<file path="config.mk">
export PLATFORM = sky130hd
export DESIGN_NAME = fifo_demux_1to2_flat
export DESIGN_NICKNAME = d
export VERILOG_FILES = /design/src/rtl/fifo_demux_1to2_if.sv /design/src/rtl/fifo_demux_1to2.sv /design/src/flat_wrapper.sv
export SDC_FILE = /design/constraint.sdc
export NUM_CORES = 1
export LEC_CHECK = 0
export CAP_MARGIN = 30
export CORE_UTILIZATION = 36
export DETAILED_ROUTE_END_ITERATION = 10
export GPL_ROUTABILITY_DRIVEN = 1
export GPL_TIMING_DRIVEN = 0
export PLACE_DENSITY = 0.56
export SLEW_MARGIN = 20
export SYNTH_ARGS = -nofsm -noshare
export SYNTH_HDL_FRONTEND = slang
export SYNTH_SLANG_ARGS = --single-unit
</file>
<file path="constraint.sdc">
create_clock -name clk -period 3.94 [get_ports clk]
set_input_delay 0.788 -clock clk [delete_from_list [all_inputs] [get_ports clk]]
set_output_delay 0.788 -clock clk [all_outputs]
set_load 0.01 [all_outputs]
</file>
<file path="src/rtl/fifo_demux_1to2_if.sv">
// Handshake bundle for fifo_demux_1to2: one input stream and two drained lanes.
// The master modport is the producer/consumer side and the slave modport is the distributor.
interface fifo_demux_1to2_if #(
  parameter int WIDTH = 2,
  parameter int AW    = 2
);
  logic [WIDTH-1:0] in_data;
  logic             in_sel;
  logic             in_valid;
  logic             in_ready;
  logic [WIDTH-1:0] out0_data;
  logic             out0_valid;
  logic             out0_ready;
  logic [WIDTH-1:0] out1_data;
  logic             out1_valid;
  logic             out1_ready;
  logic [AW:0]      count0;
  logic [AW:0]      count1;

  modport master (
    output in_data, in_sel, in_valid, out0_ready, out1_ready,
    input  in_ready, out0_data, out0_valid, out1_data, out1_valid, count0, count1
  );

  modport slave (
    input  in_data, in_sel, in_valid, out0_ready, out1_ready,
    output in_ready, out0_data, out0_valid, out1_data, out1_valid, count0, count1
  );
endinterface

</file>
<file path="src/rtl/fifo_demux_1to2.sv">
// Write-side distributor: steers each input word into one of two first-word-fall-through lane FIFOs.
// Define FIFO_DEMUX_ROUND_ROBIN_EN to alternate lanes on accepted pushes instead of using in_sel.
module fifo_demux_1to2 #(
  parameter int WIDTH = 2,
  parameter int DEPTH = 4,
  parameter int AW    = 2
) (
  input logic              clk,
  input logic              rst,
  fifo_demux_1to2_if.slave bus
);

  logic [WIDTH-1:0] mem_q    [2][DEPTH];
  logic [AW:0]      wr_ptr_q [2];
  logic [AW:0]      rd_ptr_q [2];

  logic [1:0] empty;
  logic [1:0] full;
  logic [1:0] push;
  logic [1:0] pop;
  logic [1:0] out_ready;
  logic       tgt;
  logic       accept;

  assign out_ready = {bus.out1_ready, bus.out0_ready};

  always_comb begin
    for (int l = 0; l < 2; l++) begin
      empty[l] = (wr_ptr_q[l] == rd_ptr_q[l]);
      full[l]  = (wr_ptr_q[l][AW-1:0] == rd_ptr_q[l][AW-1:0]) &&
                 (wr_ptr_q[l][AW] != rd_ptr_q[l][AW]);
    end
  end

`ifdef FIFO_DEMUX_ROUND_ROBIN_EN
  logic rr_q;
  logic unused_sel;

  assign unused_sel = bus.in_sel;
  assign tgt        = rr_q;

  always_ff @(posedge clk or posedge rst) begin
    if (rst) begin
      rr_q <= 1'b0;
    end else if (accept) begin
      rr_q <= ~rr_q;
    end
  end
`else
  // in_sel=1 selects lane 0, matching the read-side 2:1 select polarity.
  assign tgt = ~bus.in_sel;
`endif

  assign bus.in_ready = ~full[tgt];
  assign accept       = bus.in_valid && bus.in_ready;

  always_comb begin
    for (int l = 0; l < 2; l++) begin
      push[l] = accept && (tgt == 1'(l));
      pop[l]  = !empty[l] && out_ready[l];
    end
  end

  // NOTE: sequential state uses non-blocking assignments so every register samples pre-edge values.
  always_ff @(posedge clk or posedge rst) begin
    if (rst) begin
      // NOTE: storage is reset as well, so a freshly reset lane never exposes stale words.
      for (int l = 0; l < 2; l++) begin
        wr_ptr_q[l] <= '0;
        rd_ptr_q[l] <= '0;
        for (int e = 0; e < DEPTH; e++) begin
          mem_q[l][e] <= '0;
        end
      end
    end else begin
      for (int l = 0; l < 2; l++) begin
        if (push[l]) begin
          mem_q[l][wr_ptr_q[l][AW-1:0]] <= bus.in_data;
          wr_ptr_q[l]                   <= wr_ptr_q[l] + 1'b1;
        end
        if (pop[l]) begin
          rd_ptr_q[l] <= rd_ptr_q[l] + 1'b1;
        end
      end
    end
  end

  assign bus.out0_valid = ~empty[0];
  assign bus.out1_valid = ~empty[1];
  assign bus.out0_data  = empty[0] ? '0 : mem_q[0][rd_ptr_q[0][AW-1:0]];
  assign bus.out1_data  = empty[1] ? '0 : mem_q[1][rd_ptr_q[1][AW-1:0]];
  assign bus.count0     = wr_ptr_q[0] - rd_ptr_q[0];
  assign bus.count1     = wr_ptr_q[1] - rd_ptr_q[1];

endmodule

</file>
<file path="src/flat_wrapper.sv">
// flat-port wrapper written by rule: the top's interface ports become plain ports
module fifo_demux_1to2_flat 
#(
  parameter int WIDTH = 2,
  parameter int DEPTH = 4,
  parameter int AW    = 2
)
  (clk, rst, bus_in_data, bus_in_sel, bus_in_valid, bus_out0_ready, bus_out1_ready, bus_in_ready, bus_out0_data, bus_out0_valid, bus_out1_data, bus_out1_valid, bus_count0, bus_count1);
  fifo_demux_1to2_if #(.WIDTH(WIDTH), .AW(AW)) bus_i ();
  input logic clk;
  input logic rst;
  input wire logic [$bits(bus_i.in_data)-1:0] bus_in_data;
  input wire logic [$bits(bus_i.in_sel)-1:0] bus_in_sel;
  input wire logic [$bits(bus_i.in_valid)-1:0] bus_in_valid;
  input wire logic [$bits(bus_i.out0_ready)-1:0] bus_out0_ready;
  input wire logic [$bits(bus_i.out1_ready)-1:0] bus_out1_ready;
  output wire logic [$bits(bus_i.in_ready)-1:0] bus_in_ready;
  output wire logic [$bits(bus_i.out0_data)-1:0] bus_out0_data;
  output wire logic [$bits(bus_i.out0_valid)-1:0] bus_out0_valid;
  output wire logic [$bits(bus_i.out1_data)-1:0] bus_out1_data;
  output wire logic [$bits(bus_i.out1_valid)-1:0] bus_out1_valid;
  output wire logic [$bits(bus_i.count0)-1:0] bus_count0;
  output wire logic [$bits(bus_i.count1)-1:0] bus_count1;
  assign bus_i.in_data = bus_in_data;
  assign bus_i.in_sel = bus_in_sel;
  assign bus_i.in_valid = bus_in_valid;
  assign bus_i.out0_ready = bus_out0_ready;
  assign bus_i.out1_ready = bus_out1_ready;
  assign bus_in_ready = bus_i.in_ready;
  assign bus_out0_data = bus_i.out0_data;
  assign bus_out0_valid = bus_i.out0_valid;
  assign bus_out1_data = bus_i.out1_data;
  assign bus_out1_valid = bus_i.out1_valid;
  assign bus_count0 = bus_i.count0;
  assign bus_count1 = bus_i.count1;
  fifo_demux_1to2 #(.WIDTH(WIDTH), .DEPTH(DEPTH), .AW(AW)) u_core (.clk(clk), .rst(rst), .bus(bus_i));
endmodule
</file>
==> metrics <==
first-pass GRT wire length 5.59 mm; Placed Cells 210; Synth Area in XOR/XNOR 6.21%; Synth Area in Simple Gates 8.63%; WP data arrival 2.24 ns; Synth area leaders dfrtp_1, ha_1, mux2_2; Cells after Synth 138; Antenna diodes 0; met3 usage 3.05%; DR pass1 iterations 4; largest fanout on the critical path 7; FF+latch count, synth 28; Starting Density 37.7%; Critical Path Start Type flop; CTS Buf Count 3; Wirelength per Cell 14.6 um; DRT antenna net count 0; root buffer cell clkbuf_8; hpwl dp 2.49 mm; die area 4870 um2; CTS Buffer Depth 2; Final Setup Violations 0; setup TNS 0 ns; post-synth top area share 42.4%; final period utilization 76.8%; VDD IR max 0.326 mV; die width 69.8 um; area delta synth->final 18.8%; gr busiest metal met2; largest family of logic cells by synthesized area multiplexers; Compound-Gate Fraction of Synth Area 6.66%; WS Path Type flop to output port; Clock Sinks 28; detailed-route DRC error count 0; initial antenna violation count 0; register area share after synthesis 42.4%; chip height 69.8 um; Post-Syn Area 1650 um2; final hold violations 0; GR Overflow Total 0; Req. time, crit path 3.15 ns; row count 24; PwrDens 969 nW/um2; clock slew at reported path FFs 0.09 ns; RSZ-0062 raised after global routing no; RD Place Congestion 0.812; # hold bufs at CTS 0; Rel. slew slack 59.4%; Setup Skew 0.00154 ns; status finished, final reports clean; Worst setup EP type output port; Distinct cells, synth 30; WL final 3.12 mm; max-slew violations 0; gr usage total 14.4%; Ports 21; Resize count post-CTS 0; area leader, netlist dfrtp_1; met2 global-route usage 23.4%; Worst Tran Pin Value 0.608 ns; share of cells above drive strength 1 14.9%; syn_area_per_cell 12.0 um2; adder-cell area share of the yosys netlist 13.0%; Starting DRT DRC Count 43; Port Buffers 19; Leak 0.892 nW; clock latency at the later pin of the worst-skew pair 0.27 ns; top_reg_cell synth dfrtp_1; average via count per standard cell 4.99; Finished Layout Cells 213; HP Class flop to flop; Core ar. 4380 um2; asr flop ratio synth 100%; Syn. warnings 0; final net count 187; min Tclk post-route 3.03 ns; max-cap violations 0; H-tree levels 1; Mapped Nets 162; CTS tree done; number of buffers added for setup after CTS 0; Vias 1063; largest net degree at the start of global routing 16; M1 GR Usage 18.7%; vias in the first global route 1190; post-synthesis mux area share 19.7%; Fmax achieved 0.331 GHz; EDFF count, synth 0
## cell usage after synthesis, types with 3 or more instances
library cell   n
a21oi_1        4
and2_1         4
dfrtp_1       28
ha_1          14
inv_1         13
mux2_1         6
mux2_2        14
mux4_2         4
nand2_1        7
nand3_1        5
nor2b_1        3
nor3_1         4
o211a_1        3
xnor2_1        7
## cell families after synthesis
group | after synthesis
and+or+nand+nor | 28
DFF | 28
muxes | 25
AOI/OAI and AO/OA | 16
adders and majority gates | 16
buffers and inverters | 15
xor gates and xnor gates | 10
## per-layer routing
metal  wire, um  vias to the layer above  part of all wire, %
met4         48                        0                  1.5
met5          0                        -                    0
li1           -                      526                    -
met1       1490                      516                   48
met2       1470                       14                   47
met3        106                        7                  3.4
## sequential cells by signal, indices dropped and copies added, names as in the netlist
name             cells
u_core.rd_ptr_q      6
u_core.mem_q        16
u_core.wr_ptr_q      6
## placed cells by master (no fill, tap or decap), types with 2 or more instances in the layout
cell	Yosys	final
o211a_1	3	3
clkbuf_1	2	2
mux4_2	4	4
nor3_1	4	4
nand2_1	7	7
mux2_2	14	14
o21ai_0	2	2
mux2_1	6	6
clkbuf_8	0	3
or3_1	2	2
fa_1	2	2
clkdlybuf4s50_1	0	19
ha_1	14	14
xnor2_1	7	7
and2_1	4	4
inv_1	13	13
nor2_1	2	2
o21ai_1	2	2
a21oi_1	4	4
nor2b_1	3	3
dfrtp_1	28	28
nand3_1	5	5
## worst paths after layout
path / from / end / slack, ns / cells past startpoint
hold / removal: u_core.mem_q[3]$_DFFE_PP0P_ / u_core.mem_q[3]$_DFFE_PP0P_ / 0.50 / 1
setup / recovery: u_core.rd_ptr_q[4]$_DFFE_PP0P_ / bus_in_ready / 0.91 / 6
hold reg to reg: u_core.mem_q[3]$_DFFE_PP0P_ / u_core.mem_q[3]$_DFFE_PP0P_ / 0.50 / 1
min in group asynchronous: rst / u_core.rd_ptr_q[5]$_DFFE_PP0P_ / 0.89 / 2
max in group asynchronous: rst / u_core.rd_ptr_q[1]$_DFFE_PP0P_ / 2.54 / 3
setup reg to reg: u_core.rd_ptr_q[4]$_DFFE_PP0P_ / u_core.mem_q[8]$_DFFE_PP0P_ / 1.91 / 6
## stage by stage
step	total power, W	area (um2)	hold WS [ns]	util, %	setup slack, ns
6_report	0.00190	1960	0.505	44.8	0.915
5_1_grt	0.00208	1960	0.529	44.8	0.776
4_1_cts	0.00193	1960	0.511	44.8	0.910
3_5_place_dp	0.00177	1920	0.490	43.9	1.21
3_3_place_gp	0.00172	1910	0.480	43.5	1.24
2_1_floorplan	0.00128	1650	0.452	-	1.80
## area by class of cell
cell class / instances / area, um2
inverters: 13 / 48.8
repair buffers: 20 / 205
plain buffers: 2 / 7.51
fillers: 407 / 2420
flip-flops and latches: 28 / 701
multi-input cells: 95 / 896
clock buffers: 3 / 41.3
well taps: 52 / 65.1
## critical path: stages (launching register included)
cell and delay (ns):
dfrtp_1 0.50, inv_1 0.08, ha_1 0.30, and2_1 0.16, clkbuf_1 0.18, a31oi_1 0.20
clkdlybuf4s50_1 0.55
## power by group
part | switching, W | internal [W] | total [W]
registers | 0.000157 | 0.000435 | 0.000591
logic | 0.000509 | 0.000653 | 0.00116
clock network | 0.0000824 | 0.0000685 | 0.000151
Power figures use the tool's default switching activity.
